==> src/rtl/fir_out_requant.sv <==
// fir_out_requant: output conditioning stage behind the 64-tap FIR.
// Rounds the Q2.30 accumulator to Q1.15 (round-half-up) and saturates it.
// Decimates by a run-time factor and stages kept samples into a small
// first-word-fall-through FIFO with a ready/valid sink interface.
// Sticky flags report saturation of kept samples and samples dropped on a full FIFO.
module fir_out_requant #(
  parameter int DIN_W  = 32,
  parameter int DOUT_W = 16,
  parameter int SHIFT  = 15,
  parameter int DEPTH  = 8
) (
  input  logic                              clk,
  input  logic                              reset,
  input  logic signed [DIN_W-1:0]           din,
  input  logic                              din_valid,
  input  logic        [3:0]                 decim,
  input  logic                              clr_flags,
  output logic signed [DOUT_W-1:0]          dout,
  output logic                              dout_valid,
  input  logic                              dout_ready,
  output logic        [$clog2(DEPTH+1)-1:0] fifo_level,
  output logic                              sat_flag,
  output logic                              ovf_flag
);

  localparam int AW    = $clog2(DEPTH);
  localparam int PTR_W = AW + 1;
  localparam int LVL_W = $clog2(DEPTH + 1);
  localparam int EXT_W = DIN_W + 1;

  // One extra bit of headroom so adding the rounding bias cannot wrap.
  localparam logic signed [EXT_W-1:0] ROUND_BIAS = EXT_W'(1) << (SHIFT - 1);
  localparam logic signed [EXT_W-1:0] SAT_MAX    = EXT_W'((1 << (DOUT_W - 1)) - 1);
  localparam logic signed [EXT_W-1:0] SAT_MIN    = ~SAT_MAX;

  logic signed [EXT_W-1:0]  din_ext;
  logic signed [EXT_W-1:0]  rounded;
  logic signed [DOUT_W-1:0] req_data;
  logic                     req_sat;

  logic [3:0]  dec_cnt;
  logic [3:0]  decim_eff;
  logic        keep;

  logic                     stage_valid;
  logic signed [DOUT_W-1:0] stage_data;

  logic signed [DOUT_W-1:0] mem [DEPTH];
  logic [PTR_W-1:0]         wr_ptr;
  logic [PTR_W-1:0]         rd_ptr;
  logic                     empty;
  logic                     full;
  logic                     do_read;
  logic                     do_write;
  logic                     drop;

  assign din_ext = {din[DIN_W-1], din};

  // Round half-up, shift to Q1.15, then clamp to the output range.
  always_comb begin
    // NOTE: every always_comb output gets a default first so no path can infer a latch.
    req_data = '0;
    req_sat  = 1'b0;
    rounded  = (din_ext + ROUND_BIAS) >>> SHIFT;
    if (rounded > SAT_MAX) begin
      req_data = {1'b0, {(DOUT_W-1){1'b1}}};
      req_sat  = 1'b1;
    end else if (rounded < SAT_MIN) begin
      req_data = {1'b1, {(DOUT_W-1){1'b0}}};
      req_sat  = 1'b1;
    end else begin
      req_data = rounded[DOUT_W-1:0];
    end
  end

  assign decim_eff = (decim == 4'd0) ? 4'd1 : decim;
  assign keep      = din_valid && (dec_cnt == 4'd0);

  // Decimation counter: advances per valid, wraps once it reaches decim_eff-1 or beyond.
  always_ff @(posedge clk or posedge reset) begin
    // NOTE: sequential state uses non-blocking assignments so every register samples pre-edge values.
    if (reset) begin
      dec_cnt <= 4'd0;
    end else if (din_valid) begin
      dec_cnt <= (dec_cnt >= decim_eff - 4'd1) ? 4'd0 : dec_cnt + 4'd1;
    end
  end

  // Stage register: captures each kept sample for one cycle before the FIFO write.
  always_ff @(posedge clk or posedge reset) begin
    if (reset) begin
      stage_valid <= 1'b0;
      stage_data  <= '0;
    end else begin
      stage_valid <= keep;
      if (keep) stage_data <= req_data;
    end
  end

  assign empty    = (wr_ptr == rd_ptr);
  assign full     = (wr_ptr[AW] != rd_ptr[AW]) && (wr_ptr[AW-1:0] == rd_ptr[AW-1:0]);
  assign do_read  = !empty && dout_ready;
  assign do_write = stage_valid && (!full || do_read);
  assign drop     = stage_valid && full && !do_read;

  // FIFO storage: written from the stage register, read combinationally at the head.
  always_ff @(posedge clk) begin
    // NOTE: the storage array has no reset; pointers alone define which entries are valid.
    if (do_write) mem[wr_ptr[AW-1:0]] <= stage_data;
  end

  // FIFO pointers: an extra wrap bit distinguishes full from empty.
  always_ff @(posedge clk or posedge reset) begin
    if (reset) begin
      wr_ptr <= '0;
      rd_ptr <= '0;
    end else begin
      if (do_write) wr_ptr <= wr_ptr + PTR_W'(1);
      if (do_read)  rd_ptr <= rd_ptr + PTR_W'(1);
    end
  end

  // Sticky flags: a set event in the same cycle overrides clr_flags.
  always_ff @(posedge clk or posedge reset) begin
    if (reset) begin
      sat_flag <= 1'b0;
      ovf_flag <= 1'b0;
    end else begin
      if (keep && req_sat) sat_flag <= 1'b1;
      else if (clr_flags)  sat_flag <= 1'b0;
      if (drop)            ovf_flag <= 1'b1;
      else if (clr_flags)  ovf_flag <= 1'b0;
    end
  end

  // Head is forced to zero while empty so the stale array never shows on dout.
  assign dout       = empty ? '0 : mem[rd_ptr[AW-1:0]];
  assign dout_valid = !empty;
  assign fifo_level = LVL_W'(wr_ptr - rd_ptr);

endmodule

==> config.mk <==
export PLATFORM = sky130hd
export DESIGN_NAME = fir_out_requant
export DESIGN_NICKNAME = d
export VERILOG_FILES = /design/src/rtl/fir_out_requant.sv
export SDC_FILE = /design/constraint.sdc
export NUM_CORES = 1
export LEC_CHECK = 0
export ABC_AREA = 1
export ABC_CLOCK_PERIOD_IN_PS = 3450
export CORE_MARGIN = 5
export CORE_UTILIZATION = 60
export CTS_BUF_LIST = sky130_fd_sc_hd__clkbuf_4
export DETAILED_ROUTE_END_ITERATION = 12
export PLACE_DENSITY = 0.83
export SLEW_MARGIN = 20
export SYNTH_ARGS = -nofsm -noshare
export SYNTH_HDL_FRONTEND = slang
export SYNTH_SLANG_ARGS = --single-unit
export TNS_END_PERCENT = 30
==> constraint.sdc <==
create_clock -name clk -period 3.45 [get_ports clk]
set_input_delay 0.69 -clock clk [delete_from_list [all_inputs] [get_ports clk]]
set_output_delay 0.69 -clock clk [all_outputs]
set_load 0.01 [all_outputs]
# Word-level counts from Yosys, hierarchy flattened
# Memory sizes are Yosys's and may differ from the RTL's.
# Cells that the tools add are included.
[op_classes] n_addsub=6 multipliers=0 div_mod_pow=0 magnitude_cmp=3 n_eq_ne=3 shifts=0 n_mux=12 bitwise=0 reduce_logical=15
[op_table] operator="$mux W16" count=3
[op_table] operator="$add A32 B16 Y33 const B" count=1
[op_table] operator="$gt A18 B16 Y1 const B" count=1
[op_table] operator="$lt A18 B16 Y1 const B" count=1
[op_table] operator="$add A4 B1 Y4 const B" count=3
[op_table] operator="$logic_not A4 Y1" count=2
[op_table] operator="$mux W4" count=2
[op_table] operator="$logic_and A1 B1 Y1" count=7
[op_table] operator="$mux W1" count=7
[op_table] operator="$eq A4 B4 Y1" count=1
[op_table] operator="$ge A4 B4 Y1" count=1
[op_table] operator="$reduce_bool A2 Y1" count=2
[op_table] operator="$sub A4 B1 Y4 const B" count=1
[op_table] operator="$sub A4 B4 Y4" count=1
[op_table] operator="$eq A3 B3 Y1" count=1
[op_table] operator="$logic_not A1 Y1" count=3
[op_table] operator="$logic_or A1 B1 Y1" count=1
[op_table] operator="$ne A1 B1 Y1" count=1
[word_totals] regBits=31 latch_bits=0 ram_bits=128 romBits=0 input_bits=41 out_inout_bits=23 wordCells=47 mem_count=1
[memory_table] name="mem" words=8 word_bits=16 rd=1 rd_clocked_by_memory_dff=0 write_ports=1 line_no="48" rtl="logic signed [DOUT_W-1:0] mem [DEPTH];"

# Depth between registers and ports, before layout
[logic_depth] ltp_word=7 depth_mapped=14 ltp_nobuf=13

# Least setup slack after synthesis
# Ideal clock, no wire load.
[synth_timing] path_type="register to register" start="reg rd_ptr[2]" end="mem mem[7][0] (enable)" setup_ps=391 arrival_ps=2530 required_ps=3059 path_slack_ps=529 path_stages_with_launch=12 n_path_buf=2 synth_period_minus_slack_ps=2921 cell_sequence="dfrtp_1 > clkbuf_1 > inv_1 > clkbuf_1 > ha_1 > nand3_1 > nor2_1 > nand2_1 > nand2_1 > inv_1 > nand2_1 > nor2_1"
[synth_via] elab_chain_len=7 word_cells_on_any_way=10 cone_classes="eq/ne (2); mux (2); reduce/logical (6)"
[synth_lines] element="start, declared" line_no="50" rtl="logic [PTR_W-1:0] rd_ptr;"
[synth_lines] element="start signal, assigned" line_no="119" rtl="if (do_read) rd_ptr <= rd_ptr + PTR_W'(1);"
[synth_lines] element="$eq A4 B4 Y1 / $eq A3 B3 Y1 (equally long branches)" line_no="100, 101"
[synth_lines] element="$logic_not A1 Y1 / $logic_and A1 B1 Y1 (equally long branches)" line_no="102, 101"
[synth_lines] element="$logic_and A1 B1 Y1 / $logic_not A1 Y1 (equally long branches)" line_no="102, 103"
[synth_lines] element="$logic_or A1 B1 Y1 *" line_no="103" rtl="assign do_write = stage_valid && (!full || do_read);"
[synth_lines] element="$logic_and A1 B1 Y1 *" line_no="103"
[synth_lines] element="$mux W1 *" line_no="109" rtl="if (do_write) mem[wr_ptr[AW-1:0]] <= stage_data;"
[synth_lines] element="$mux W1 (not written as such) *" line_no="109"
[synth_lines] element="end, declared" line_no="48"
# Mark *: on every way between the ends. The rest lies on a longest branch, timed or not.

# Final worst setup path
[layout_timing] start="reg wr_ptr[3]" end="out dout[4]"
[layout_via] elab_chain_len=2
[layout_lines] element="start, declared" line_no="49" rtl="logic [PTR_W-1:0] wr_ptr;"
[layout_lines] element="start signal, assigned" line_no="118" rtl="if (do_write) wr_ptr <= wr_ptr + PTR_W'(1);"
[layout_lines] element="$eq A4 B4 Y1" line_no="100" rtl="assign empty = (wr_ptr == rd_ptr);"
[layout_lines] element="$mux W16" line_no="137" rtl="assign dout = empty ? '0 : mem[rd_ptr[AW-1:0]];"
[layout_lines] element="end, declared" line_no="18" rtl="output logic signed [DOUT_W-1:0] dout,"
# Every way passes these cells.

==> qor.json <==
{
  "outcome": {
    "outcome": "finished, final reports clean"
  },
  "timing": {
    "layout_min_cycle_time_ps": 3310,
    "clk_skew_ps": 16.2,
    "report.final.setup_viol": 0,
    "final_min_period_over_clock_period": 0.960,
    "achievable-frequency_ghz": 0.302,
    "fin_setup_tns_ps": 0,
    "slew_violations": 0,
    "rsz0062_at_grt": "no",
    "timing_worst_slew_pin_value_ps": 632,
    "max_slew_headroom": 0.578,
    "timing.final.hold_violations": 0
  },
  "yosys": {
    "edff_count_synth": 128,
    "yosysUniqueCellTypes": 30,
    "synth_top_area_frac": 0.541,
    "post_synthesis_adder_cell_area_fraction": 0.0257,
    "synth.largest_area_cell": "sky130_fd_sc_hd__edfxtp_1",
    "portion_of_netlist_area_occupied_by_mux_cells": 0.00141,
    "synth-simple-area-share": 0.159,
    "synth_seq_area_share": 0.650,
    "synth_flop_cell": "sky130_fd_sc_hd__edfxtp_1",
    "leading_post_synthesis_cells_by_cell_area": "sky130_fd_sc_hd__edfxtp_1, sky130_fd_sc_hd__dfrtp_1, sky130_fd_sc_hd__nor2_1",
    "synth_compound_area_frac": 0.0970,
    "netlist_area_sq_um": 7110,
    "synthXorXnorAreaFrac": 0.0296,
    "mappedNetlistNets": 712,
    "synth_cells": 657,
    "synth_seq_cells": 159,
    "synthArstFlopShare": 0.195,
    "ys.warnings.count": 0,
    "syn-mean-instance-area_sq_um": 10.8,
    "synth_top_family_by_area": "simple AND/OR/NAND/NOR gates"
  },
  "cts": {
    "clock_sinks": 159,
    "cts.path.max_buffers": 2,
    "worst_path_clk_slew_ps": 130,
    "clkLatencyLatePin_ps": 550,
    "ctsRootBufferMaster": "sky130_fd_sc_hd__clkbuf_4",
    "cts-htree-levels": 4,
    "ctsHoldBuffers": 0,
    "tritoncts": "yes",
    "cts_made_buffers": 17
  },
  "placed_design": {
    "placement.io_buffers": 49,
    "dpl.hpwl_um": 9610,
    "gpl.final_weighted_congestion": 0.881
  },
  "pwr": {
    "cell_internal_pwr_mw": 4.50,
    "power.sequential.fraction": 0.410,
    "p_switching_mw": 2.71,
    "swShare": 0.376,
    "pwr-share-comb": 0.411,
    "power_per_cell_area_nw_per_um2": 881,
    "power_mw": 7.21,
    "clkPwrFrac": 0.179,
    "peakVddDrop_uv": 478,
    "power.leakage_nw": 3.17
  },
  "setup_path": {
    "worst_r2r_startpoint": "wr_ptr[1]",
    "rrSetupSlack_ps": 1310,
    "crit_arrival_ps": 2620,
    "worst_setup_path_start_kind": "register",
    "timing.rr.end": "mem[6][5]",
    "path_max_fanout": 9,
    "endpoint_kind": "output port",
    "criticalPathCategory": "register to output port",
    "critical_path_required_ps": 2760,
    "reg2reg_depth": 9
  },
  "floorplan": {
    "core_region_area_sq_um": 11500,
    "io-pin-count": 64,
    "floorplan_die_width_um": 119,
    "placementRows": 39,
    "design.die.area_sq_um": 14100,
    "effective_utilization_at_floorplan": 0.617,
    "die_h_um": 119
  },
  "detailed_routing": {
    "tritonroute_pass_1_iters": 6,
    "routed_via_density": 5.78,
    "detail_route_antenna_nets": 0,
    "detail_route.drc_violations": 0,
    "detail_route.iter0.violations": 515,
    "wl_per_cell_um": 18.0,
    "detail_route.wirelength_um": 15700,
    "route.vias.total": 5055
  },
  "worst_hold_path": {
    "min_from": "ovf_flag",
    "worst_hold_path.endpoint": "ovf_flag",
    "hold_path.class": "register to register",
    "worstHoldPathCells": 1
  },
  "global_route": {
    "total_overflow_reported_by_the_global_router": 0,
    "first_global_vias": 5050,
    "grt_pass1_wl_um": 25500,
    "grt_max_degree": 65,
    "antenna_violations_before_repair": 1,
    "grt_util_all_layers": 0.232
  },
  "finish": {
    "finish.net_count": 773,
    "area_taken_by_flip_flops_and_latches_sq_um": 4620,
    "final.fill_count": 829,
    "area_used_by_multi_input_combinational_logic_sq_um": 2230,
    "area.growth.synth_to_final_pct": 15.1,
    "drive_above_1_share": 0.111
  },
  "run": {
    "cap_violations": 0
  }
}
## power by group through the flow
stage                     Combinational, mW  Clock [mW]  Sequential (mW)
after CTS                              2.96        1.31             2.94
after floorplan                        1.70           0             2.86
final                                  2.96        1.29             2.95
after detailed placement               2.92           0             2.98
after global routing                   3.28        1.39             2.99
after global placement                 2.80           0             2.93
## synth_stat cells, types with 10 or more instances
cell,n
sky130_fd_sc_hd__clkbuf_1,25
sky130_fd_sc_hd__dfrtp_1,31
sky130_fd_sc_hd__edfxtp_1,128
sky130_fd_sc_hd__ha_1,13
sky130_fd_sc_hd__inv_1,32
sky130_fd_sc_hd__nand2_1,108
sky130_fd_sc_hd__nand2_2,15
sky130_fd_sc_hd__nor2_1,126
sky130_fd_sc_hd__o21ai_0,74
sky130_fd_sc_hd__o21ai_1,11
sky130_fd_sc_hd__o22ai_1,33
sky130_fd_sc_hd__xnor2_1,10
sky130_fd_sc_hd__xor2_1,14
## sequential cells by signal (all words and copies together) (netlist names)
signal and cells:
mem 128, rd_ptr 4, dec_cnt 4, sat_flag 1, stage_valid 1, wr_ptr 4, ovf_flag 1, stage_data 16
## worst max-delay path, cell delays in order, from the launching register on
cell and delay (ps):
sky130_fd_sc_hd__dfrtp_1 430, sky130_fd_sc_hd__xor2_1 430, sky130_fd_sc_hd__nor2_1 140, sky130_fd_sc_hd__inv_2 140, sky130_fd_sc_hd__buf_4 190, sky130_fd_sc_hd__o21ai_0 90
sky130_fd_sc_hd__nor2_1 110, sky130_fd_sc_hd__clkdlybuf4s50_1 540
## per-layer routing
layer / global-route usage / wire length, um
met1: 0.293 / 6090
met2: 0.399 / 8060
met3: 0.0374 / 1170
met4: 0.0978 / 392
met5: 0 / 0
## layout make-up
| class | instances | share of cell area |
|---|---|---|
| sequential | 159 | 0.565 |
| multi-input combinational | 436 | 0.273 |
| timing repair buffer | 70 | 0.0820 |
| clock inverter | 15 | 0.0266 |
| tap | 143 | 0.0219 |
| clock buffer | 17 | 0.0156 |
| inverter | 34 | 0.0156 |
| antenna | 1 | 0.000306 |
## metrics by stage
stage	utilization	std cells	worst slack, ps	hold slack, ps	instance area, sq um
detailed placement	0.676	839	461	491	7790
global placement	0.676	839	521	476	7790
CTS	0.707	873	37.1	520	8150
floorplan	-	657	529	461	7110
finish	0.710	875	137	514	8180
global route	0.710	875	13.6	542	8180
## logic make-up after synthesis
family / Yosys count
flops: 159
xor+xnor: 24
buf+inv: 62
mux: 1
simple gates: 272
compound gates: 125
fa+ha+maj: 14
## cells in the final DEF (no fill, tap or decap), drive strengths merged, types with 7 or more instances in the layout
cell type,instances
nand3,9
buf,21
xnor2,10
o22ai,33
edfxtp,128
inv,34
clkinv,7
nand2,125
nand4,8
nor2,130
o21ai,87
clkbuf,17
ha,13
dfrtp,31
clkdlybuf4s50,45
xor2,14
## worst max-delay path by stage
stage,from,endpoint,slack (ps),cells past startpoint
CTS,wr_ptr[2],dout[0],40,8
global placement,wr_ptr[2],dout[0],520,8
global route,wr_ptr[1],dout[2],10,8
finish,wr_ptr[3],dout[4],140,7
floorplan,rd_ptr[2],mem[7][0],530,11
detailed placement,wr_ptr[2],dout[3],460,8
## repair_timing
item	in CTS	in global routing
resized for setup	1	6
endpoints found under the hold margin	0	0
setup buffers	2	1
gates cloned	0	0
endpoints found under the setup margin	11	7
Note: power is estimated with default switching activity, not from simulation.
